--- src/rtl/masked_conv_b2a_a2b.sv ---
// masked_conv_b2a_a2b: first-order (2-share) masked Boolean<->arithmetic
// conversion unit built around an iterative DOM-protected Kogge-Stone adder.
// Optional feature macro: MASKED_CONV_OUT_REFRESH_EN (refresh output shares
// with fresh randomness in FINAL).
module masked_conv_b2a_a2b #(
   parameter int BIT_WIDTH = 32
) (
   input  logic                   g_clk,
   input  logic                   g_resetn,
   input  logic                   flush,
   input  logic                   i_valid,
   output logic                   i_ready,
   input  logic                   i_op,
   input  logic [BIT_WIDTH-1:0]   i_x0,
   input  logic [BIT_WIDTH-1:0]   i_x1,
   input  logic [3*BIT_WIDTH-1:0] i_rnd,
   output logic                   o_valid,
   input  logic                   o_ready,
   output logic                   o_op,
   output logic [BIT_WIDTH-1:0]   o_r0,
   output logic [BIT_WIDTH-1:0]   o_r1
);

   localparam int W      = BIT_WIDTH;
   localparam int ROUNDS = $clog2(BIT_WIDTH);
   localparam int KW     = $clog2(ROUNDS);
   localparam logic [KW-1:0] LAST_K = KW'(ROUNDS - 1);
   localparam logic [KW-1:0] K_ZERO = {KW{1'b0}};
   localparam logic [KW-1:0] K_ONE  = {{(KW-1){1'b0}}, 1'b1};
   localparam logic [W-1:0]  ZERO_W = {W{1'b0}};

   typedef enum logic [2:0] {
      S_IDLE  = 3'd0,
      S_INIT  = 3'd1,
      S_ROUND = 3'd2,
      S_FINAL = 3'd3,
      S_DONE  = 3'd4
   } state_t;

   // DOM-indep AND of two Boolean-shared words; r masks both cross terms,
   // so the recombined result is (x0^x1)&(y0^y1). Returns {z1, z0}.
   function automatic logic [2*BIT_WIDTH-1:0] dom_and(
      input logic [BIT_WIDTH-1:0] x0, input logic [BIT_WIDTH-1:0] x1,
      input logic [BIT_WIDTH-1:0] y0, input logic [BIT_WIDTH-1:0] y1,
      input logic [BIT_WIDTH-1:0] r);
      logic [BIT_WIDTH-1:0] z0;
      logic [BIT_WIDTH-1:0] z1;
      z0 = (x0 & y0) ^ ((x0 & y1) ^ r);
      z1 = (x1 & y1) ^ ((x1 & y0) ^ r);
      return {z1, z0};
   endfunction

   state_t         state_q, state_d;
   logic           op_q, op_d;
   logic [W-1:0]   a0_q, a0_d, a1_q, a1_d, b0_q, b0_d, b1_q, b1_d;
   logic [W-1:0]   g0_q, g0_d, g1_q, g1_d, p0_q, p0_d, p1_q, p1_d;
   logic [W-1:0]   po0_q, po0_d, po1_q, po1_d, gs_q, gs_d;
   logic [KW-1:0]  k_q, k_d;
   logic [W-1:0]   r0_q, r0_d, r1_q, r1_d;
   logic           oop_q, oop_d, ov_q, ov_d, rdy_q, rdy_d;

   logic [W-1:0]      b1_eff_s, p0_s, p1_s, cin_s, s0_s, s1_s, u_s;
   logic [2*W-1:0]    dom_g_s, dom_p_s;
   logic [ROUNDS-1:0] shamt_s;

   assign i_ready = rdy_q;
   assign o_valid = ov_q;
   assign o_op    = oop_q;
   assign o_r0    = r0_q;
   assign o_r1    = r1_q;

   // Next-state and datapath: flush dominates, otherwise the conversion FSM.
   always_comb begin
      state_d = state_q;  op_d  = op_q;
      a0_d = a0_q;  a1_d = a1_q;  b0_d = b0_q;  b1_d = b1_q;
      g0_d = g0_q;  g1_d = g1_q;  p0_d = p0_q;  p1_d = p1_q;
      po0_d = po0_q;  po1_d = po1_q;  gs_d = gs_q;  k_d = k_q;
      r0_d = r0_q;  r1_d = r1_q;  oop_d = oop_q;  ov_d = ov_q;  rdy_d = rdy_q;
      b1_eff_s = ZERO_W;  p0_s = ZERO_W;  p1_s = ZERO_W;  cin_s = ZERO_W;
      s0_s = ZERO_W;  s1_s = ZERO_W;  u_s = ZERO_W;
      dom_g_s = {(2*W){1'b0}};  dom_p_s = {(2*W){1'b0}};
      shamt_s = {{(ROUNDS-1){1'b0}}, 1'b1} << k_q;
      if (flush) begin
         state_d = S_IDLE;  op_d = 1'b0;
         a0_d = ZERO_W;  a1_d = ZERO_W;  b0_d = ZERO_W;  b1_d = ZERO_W;
         g0_d = ZERO_W;  g1_d = ZERO_W;  p0_d = ZERO_W;  p1_d = ZERO_W;
         po0_d = ZERO_W;  po1_d = ZERO_W;  gs_d = ZERO_W;  k_d = K_ZERO;
         r0_d = ZERO_W;  r1_d = ZERO_W;  oop_d = 1'b0;  ov_d = 1'b0;
         rdy_d = 1'b1;
      end else begin
         case (state_q)
            S_IDLE: begin
               rdy_d = 1'b1;
               if (i_valid && rdy_q) begin
                  state_d = S_INIT;
                  rdy_d   = 1'b0;
                  op_d    = i_op;
                  a0_d    = i_x0;
                  if (i_op) begin
                     // A2B: a = x0, b = x1 re-shared with fresh mask m.
                     a1_d = ZERO_W;
                     b0_d = i_rnd[3*W-1:2*W];
                     b1_d = i_x1 ^ i_rnd[3*W-1:2*W];
                     gs_d = ZERO_W;
                  end else begin
                     // B2A: a = (x0,x1), b = (0,gs); gs kept to become r1.
                     a1_d = i_x1;
                     b0_d = ZERO_W;
                     b1_d = i_rnd[3*W-1:2*W];
                     gs_d = i_rnd[3*W-1:2*W];
                  end
               end else begin
                  state_d = S_IDLE;
               end
            end
            S_INIT: begin
               // Subtraction: ~b on share 1 plus carry-in 1.
               b1_eff_s = op_q ? ~b1_q : b1_q;
               cin_s    = {{(W-1){1'b0}}, op_q};
               p0_s     = a0_q ^ b0_q;
               p1_s     = a1_q ^ b1_eff_s;
               dom_g_s  = dom_and(a0_q, a1_q, b0_q, b1_eff_s, i_rnd[W-1:0]);
               g0_d     = dom_g_s[W-1:0]   ^ (p0_s & cin_s);
               g1_d     = dom_g_s[2*W-1:W] ^ (p1_s & cin_s);
               p0_d     = p0_s;
               p1_d     = p1_s;
               // Carry into bit 0 is the carry-in itself; fold it into one share.
               po0_d    = p0_s ^ cin_s;
               po1_d    = p1_s;
               a0_d = ZERO_W;  a1_d = ZERO_W;  b0_d = ZERO_W;  b1_d = ZERO_W;
               k_d      = K_ZERO;
               state_d  = S_ROUND;
            end
            S_ROUND: begin
               dom_g_s = dom_and(p0_q, p1_q, g0_q << shamt_s, g1_q << shamt_s,
                                 i_rnd[W-1:0]);
               g0_d = g0_q ^ dom_g_s[W-1:0];
               g1_d = g1_q ^ dom_g_s[2*W-1:W];
               if (k_q == LAST_K) begin
                  p0_d = ZERO_W;  p1_d = ZERO_W;
                  k_d = K_ZERO;
                  state_d = S_FINAL;
               end else begin
                  dom_p_s = dom_and(p0_q, p1_q, p0_q << shamt_s, p1_q << shamt_s,
                                    i_rnd[2*W-1:W]);
                  p0_d = dom_p_s[W-1:0];
                  p1_d = dom_p_s[2*W-1:W];
                  k_d  = k_q + K_ONE;
               end
            end
            S_FINAL: begin
`ifdef MASKED_CONV_OUT_REFRESH_EN
               u_s = i_rnd[W-1:0];
`else
               u_s = ZERO_W;
`endif
               s0_s = po0_q ^ (g0_q << 1'b1);
               s1_s = po1_q ^ (g1_q << 1'b1);
               if (op_q) begin
                  r0_d = s0_s ^ u_s;
                  r1_d = s1_s ^ u_s;
               end else begin
                  // Only B2A recombines: s0^s1 = x + gs.
                  r0_d = (s0_s ^ s1_s) + u_s;
                  r1_d = gs_q + u_s;
               end
               oop_d = op_q;  ov_d = 1'b1;
               op_d = 1'b0;  gs_d = ZERO_W;
               g0_d = ZERO_W;  g1_d = ZERO_W;  po0_d = ZERO_W;  po1_d = ZERO_W;
               state_d = S_DONE;
            end
            S_DONE: begin
               if (o_ready) begin
                  r0_d = ZERO_W;  r1_d = ZERO_W;  oop_d = 1'b0;  ov_d = 1'b0;
                  rdy_d = 1'b1;
                  state_d = S_IDLE;
               end else begin
                  state_d = S_DONE;
               end
            end
            default: begin
               state_d = S_IDLE;
               rdy_d   = 1'b0;
            end
         endcase
      end
   end

   // State and datapath registers with synchronous active-low reset.
   always_ff @(posedge g_clk) begin
      if (!g_resetn) begin
         state_q <= S_IDLE;  op_q <= 1'b0;
         a0_q <= ZERO_W;  a1_q <= ZERO_W;  b0_q <= ZERO_W;  b1_q <= ZERO_W;
         g0_q <= ZERO_W;  g1_q <= ZERO_W;  p0_q <= ZERO_W;  p1_q <= ZERO_W;
         po0_q <= ZERO_W;  po1_q <= ZERO_W;  gs_q <= ZERO_W;  k_q <= K_ZERO;
         r0_q <= ZERO_W;  r1_q <= ZERO_W;  oop_q <= 1'b0;  ov_q <= 1'b0;
         rdy_q <= 1'b0;
      end else begin
         state_q <= state_d;  op_q <= op_d;
         a0_q <= a0_d;  a1_q <= a1_d;  b0_q <= b0_d;  b1_q <= b1_d;
         g0_q <= g0_d;  g1_q <= g1_d;  p0_q <= p0_d;  p1_q <= p1_d;
         po0_q <= po0_d;  po1_q <= po1_d;  gs_q <= gs_d;  k_q <= k_d;
         r0_q <= r0_d;  r1_q <= r1_d;  oop_q <= oop_d;  ov_q <= ov_d;
         rdy_q <= rdy_d;
      end
   end

endmodule

--- config.mk ---
export PLATFORM = sky130hd
export DESIGN_NAME = masked_conv_b2a_a2b
export DESIGN_NICKNAME = d
export VERILOG_FILES = /design/src/rtl/masked_conv_b2a_a2b.sv
export SDC_FILE = /design/constraint.sdc
export NUM_CORES = 2
export LEC_CHECK = 0
export ABC_AREA = 1
export CELL_PAD_IN_SITES_DETAIL_PLACEMENT = 1
export CELL_PAD_IN_SITES_GLOBAL_PLACEMENT = 1
export CORE_MARGIN = 2
export CORE_UTILIZATION = 40
export CTS_CLUSTER_SIZE = 20
export DETAILED_ROUTE_END_ITERATION = 7
export GPL_TIMING_DRIVEN = 0
export PLACE_DENSITY_LB_ADDON = 0.15
export SLEW_MARGIN = 20
export SYNTH_ARGS = -nofsm -noshare
export SYNTH_HDL_FRONTEND = slang
export SYNTH_SLANG_ARGS = --single-unit
--- constraint.sdc ---
create_clock -name g_clk -period 2.9 [get_ports g_clk]
set_input_delay 0.435 -clock g_clk [delete_from_list [all_inputs] [get_ports g_clk]]
set_output_delay 0.435 -clock g_clk [all_outputs]
set_load 0.005 [all_outputs]
==> metrics.txt, run 1 <==
Ports=233; post-synthesis sequential area ratio=27.3%; Synth Area in XOR/XNOR=7.30%; outcome=did not finish; Synth Cell Area=31,000 um2; main combinational cell family by area after synthesis=simple AND/OR/NAND/NOR gates; share of the synthesized area in the top cell type=27.3%; TritonCTS buffer count=48; FFs w/ async S/R, synth=0%; ys flop type=dfxtp_1; cell taking the most area after synthesis=dfxtp_1; port buffer count=218; mux cell area share after synthesis=0%; GRT Util Overall=69.5%; Yosys cell types=41; post-synthesis simple-gate area fraction=38.4%; clk buf depth=3; CTS Root Cell=clkbuf_16; row count=102; Sink Count=422; synthesized flop and latch total=422; die width=282 um; hold-fix buffers at CTS=0; Synth warnings=0; Synth Area in Compound Gates=15.1%; Initial Utilization=40.2%; total grt overflow=7; syn_area_per_cell=6.04 um2; Run Error=[ERROR GRT-0232] Routing congestion too high. Check the congestion heatmap in the GUI.; Adder-Cell Fraction of Synth Area=2.75%; Gate Count Post-Synth=5,124; post-detail-place hpwl=167 mm; routability cong.=1.15; pin count of the biggest net entering global routing=15; H-Tree Level Count=2; Die Ht=282 um; ranking of synthesized cells by area=dfxtp_1 27%, nand2_1 21%, nand3_1 13%; number of synthesized flops with an enable pin=0; Mapped Nets=5,358; Fail Step=global routing (5_1_grt)
Yosys cell counts, drive strengths merged, types with 2 or more instances:
master  instances
nand2        1731
nand3         830
dfxtp         422
inv           390
a21oi         377
o21ai         364
clkbuf        196
xnor2         133
buf           128
xor2          125
nor2           80
ha             68
or2            62
a31oi          50
nand4          49
o211ai         34
o31ai          30
nand3b         16
nor3           11
o22ai           8
a21o            5
clkinv          4
o32ai           4
a211oi          2
and2            2
layer usage:
metal  global-route usage [%]  GRT overflow
met5                     21.9             0
met2                     88.0             1
met1                     69.9             0
met4                     69.3             5
met3                     50.9             1
cells by family after synthesis:
logic type | Yosys count
compound gates | 876
xor+xnor | 258
fa+ha+maj | 68
buf+inv | 718
flops | 422
simple gates | 2782
metrics by stage:
step | worst slack, ns | std cells | hold WS [ns] | cell area [um2] | utilization, %
detailed placement | -2.10 | 6382 | 0.457 | 34500 | 44.7
floorplan | 0.388 | 5124 | 0.440 | 31000 | -
CTS | -0.0565 | 6484 | 0.356 | 37800 | 49.1
global placement | -2.01 | 6382 | 0.447 | 34400 | 44.7
repair_timing:
item	CTS
buffers inserted	13
pin swaps	16
resized for setup	458
setup endpoints to repair	310
==> run 2: changes to the inputs <==
Settings changed: CELL_PAD_IN_SITES_DETAIL_PLACEMENT 1 to not set, CELL_PAD_IN_SITES_GLOBAL_PLACEMENT 1 to not set, CORE_UTILIZATION 40 to 25, CTS_CLUSTER_SIZE 20 to not set.
==> metrics.txt, run 2 <==
Yosys cell types=41 (unchanged); RSZ-0062 raised after global routing=yes; PwrDens=364 nW/um2; Hold Crit Class=in2reg; violated checks=negative setup slack; via count=37,600; setup TNS=-0.219 ns; Setup-failing EPs final=6; TritonCTS clock tree=yes; Vias/cell=5.29; crit path cell chain=inv_4, ha_1, nand2_1, inv_2, buf_4, buf_4, nand3_1, nand2_1, nand2_1, nand3_1, nand3_4, nand3b_1, nand3_1, a21oi_1; Net Switching=4.13 mW; origin of the worst setup path=k_q[0]; critical path class=reg2reg; clock share of power=45.7%; ys flop type=dfxtp_1 (unchanged); Final Skew=0.0264 ns; TritonCTS buffer count=48 (unchanged); total grt overflow=0; Initial Utilization=25.1% (was 40.2%); post-detail-place hpwl=177 mm (was 167 mm); min cycle time layout=2.97 ns; Logic pwr share=13.2%; Mapped Nets=5,358 (unchanged); Post-Route WL=212 mm; Final Hold Fails=0; Area Overhead vs Synth=28.7%; CP max FO=10; Synth Cell Area=31,000 um2 (unchanged); Reg2Reg Depth=14; synthesized flop and latch total=422 (unchanged); Worst Setup EP=g1_q[23]; die width=356 um (was 282 um); H-Tree Level Count=2 (unchanged); most common cell in the netlist=nand2_1 (unchanged); vias in the first global route=35,600; routability cong.=1.06 (was 1.15); Synth warnings=0 (unchanged); commonest non-fill, non-tap cell in the layout=nand2_1; total core area=123,000 um2; first-pass GRT wire length=288 mm; FF-to-FF setup slack=-0.07 ns; ANT nets after route=0; Crit path max-delay family=simple AND/OR/NAND/NOR gates; top cells by count, synth=1,728 x nand2_1, 830 x nand3_1, 422 x dfxtp_1, 381 x inv_1, 377 x a21oi_1 (unchanged); initial antenna violation count=10; period utilization=103%; Largest stage delay, worst path=0.37 ns; Clk Latency, worst-skew pair=0.61 ns; clk buf depth=3 (unchanged); hold slack=0.397 ns; pin count of the biggest net entering global routing=14; Critical Path Start Type=flip-flop; fmax=336 MHz; Final Cell Area=39,800 um2; GRT Util Overall=32.4%; average wire per standard cell=29.8 um; final setup margin=-0.0726 ns; outcome=finished with violations (was did not finish); Worst Tran Pin Value=1.12 ns; Power Total=14.5 mW; Net Sw Frac=28.5%; max_slew headroom=25.5%; row count=129 (was 102); DP Area=35,200 um2 (was 34,500 um2); First-pass DRT Iterations=6; FF-to-FF Start=k_q[0]; cell taking the most area after synthesis=dfxtp_1 (unchanged); hold-fix buffers at CTS=0 (unchanged); Leak=16.1 nW; fraction of layout cells with a size suffix above 1=12.5%; clock-pin slew on the worst setup and hold paths=0.07 ns; VDD IR max=0.000422 V; syn_area_per_cell=6.04 um2 (unchanged); Critical Path AT=3.50 ns; crit end category=flip-flop; Die Ht=356 um (was 282 um); number of synthesized flops with an enable pin=0 (unchanged); ranking of synthesized cells by area=dfxtp_1 27%, nand2_1 21%, nand3_1 13% (unchanged); die area=127,000 um2; commonest cells after routing, fill and taps aside=1,634 x nand2_1, 707 x nand3_1, 419 x dfxtp_1; Int Pwr=10.4 mW; post-synthesis sequential area ratio=27.3% (unchanged); initial drt markers=3,683; Ports=233 (unchanged); share of power burned in registers=41.0%; layout net count=5,667; Worst Path Buf+Inv=4; Crit. path cell count=14; Worst R2R End=g1_q[23]; Gate Count Post-Synth=5,124 (unchanged); share of the synthesized area in the top cell type=27.3% (unchanged); WP data required=3.42 ns; Max Cap Viol=0; # DRC=0; Sink Count=422 (unchanged); Pins Over Slew Limit=0; Slowest-stage cell, CP=dfxtp_4; port buffer count=218 (unchanged); final core occ=32.3%; FFs w/ async S/R, synth=0% (unchanged); CTS Root Cell=clkbuf_16 (unchanged)
==> run 2: cell counts after synthesis <==
No cell type changed its count.
==> run 2: kinds of logic after synthesis <==
group / count (synthesis) / share of synthesized area, %
buffers and inverters: 718 / 9.26
DFF: 422 / 27.3
AOI/OAI and AO/OA: 876 / 15.1
and+or+nand+nor: 2782 / 38.4
xor gates and xnor gates: 258 / 7.30
adders and majority gates: 68 / 2.75
==> run 2: power by group through the flow <==
stage | clock network [mW] | registers [mW] | logic (mW)
finish | 6.63 | 5.95 | 1.92
detailed placement | 0 | 6.07 | 1.79
global placement | 0 | 6.07 | 1.79
CTS | 6.71 | 5.95 | 1.87
global route | 6.90 | 5.95 | 2.04
floorplan | 0 | 6.04 | 0.900
==> run 2: how the worst min path moves through the flow <==
| stage | start | end | slack, ns | cells past startpoint |
|---|---|---|---|---|
| detailed placement | o_r1[12] | o_r1[12] | 0.45 | 2 |
| global placement | o_r1[16] | o_r1[16] | 0.45 | 2 |
| global route | i_x0[8] | a0_q[8] | 0.40 | 3 |
| floorplan | gs_q[9] | gs_q[9] | 0.44 | 2 |
| finish | i_x0[7] | a0_q[7] | 0.40 | 3 |
| CTS | i_x0[7] | a0_q[7] | 0.37 | 3 |
==> run 2: what timing repair did <==
item	in CTS	in global routing
buffers inserted	27	12
pin swaps	41	48
setup endpoints to repair	329	148
cloned	0	3
gates resized for setup	557	249
==> run 2: routing by layer <==
| layer | track usage, % | part of all wire, % | vias up |
|---|---|---|---|
| met5 | 0 | 0.0052 | - |
| li1 | - | - | 17500 |
| met4 | 15.1 | 5.7 | 2 |
| met1 | 43.5 | 44 | 18200 |
| met2 | 51.7 | 44 | 1579 |
| met3 | 3.96 | 6.3 | 361 |
==> run 2: worst register-to-register path: stages (launching register included) <==
cell and delay [ns]:
dfxtp_4 0.37, inv_4 0.06, ha_1 0.16, nand2_1 0.21
inv_2 0.23, buf_4 0.27, buf_4 0.29, nand3_1 0.27
nand2_1 0.15, nand2_1 0.08, nand3_1 0.19, nand3_4 0.18
nand3b_1 0.14, nand3_1 0.12, a21oi_1 0.16
==> run 2: final cells by class <==
class | count | area (um2)
diodes | 4 | 10.0
plain buffers | 323 | 2090
clock buffers | 67 | 1360
clock inverters | 18 | 273
fillers | 14000 | 83500
inverters | 394 | 1500
multi-input cells | 3985 | 21500
flip-flops and latches | 422 | 8460
well taps | 1637 | 2050
repair buffers | 259 | 2620
==> run 2: through the flow <==
stage / setup WS, ns / cells
after detailed placement: -1.80 / 6979
after global routing: -0.0545 / 7105
after global placement: -2.16 / 6979
after floorplan: 0.388 / 5124
final: -0.0726 / 7109
after CTS: -0.0528 / 7091
Power figures use the tool's default switching activity.
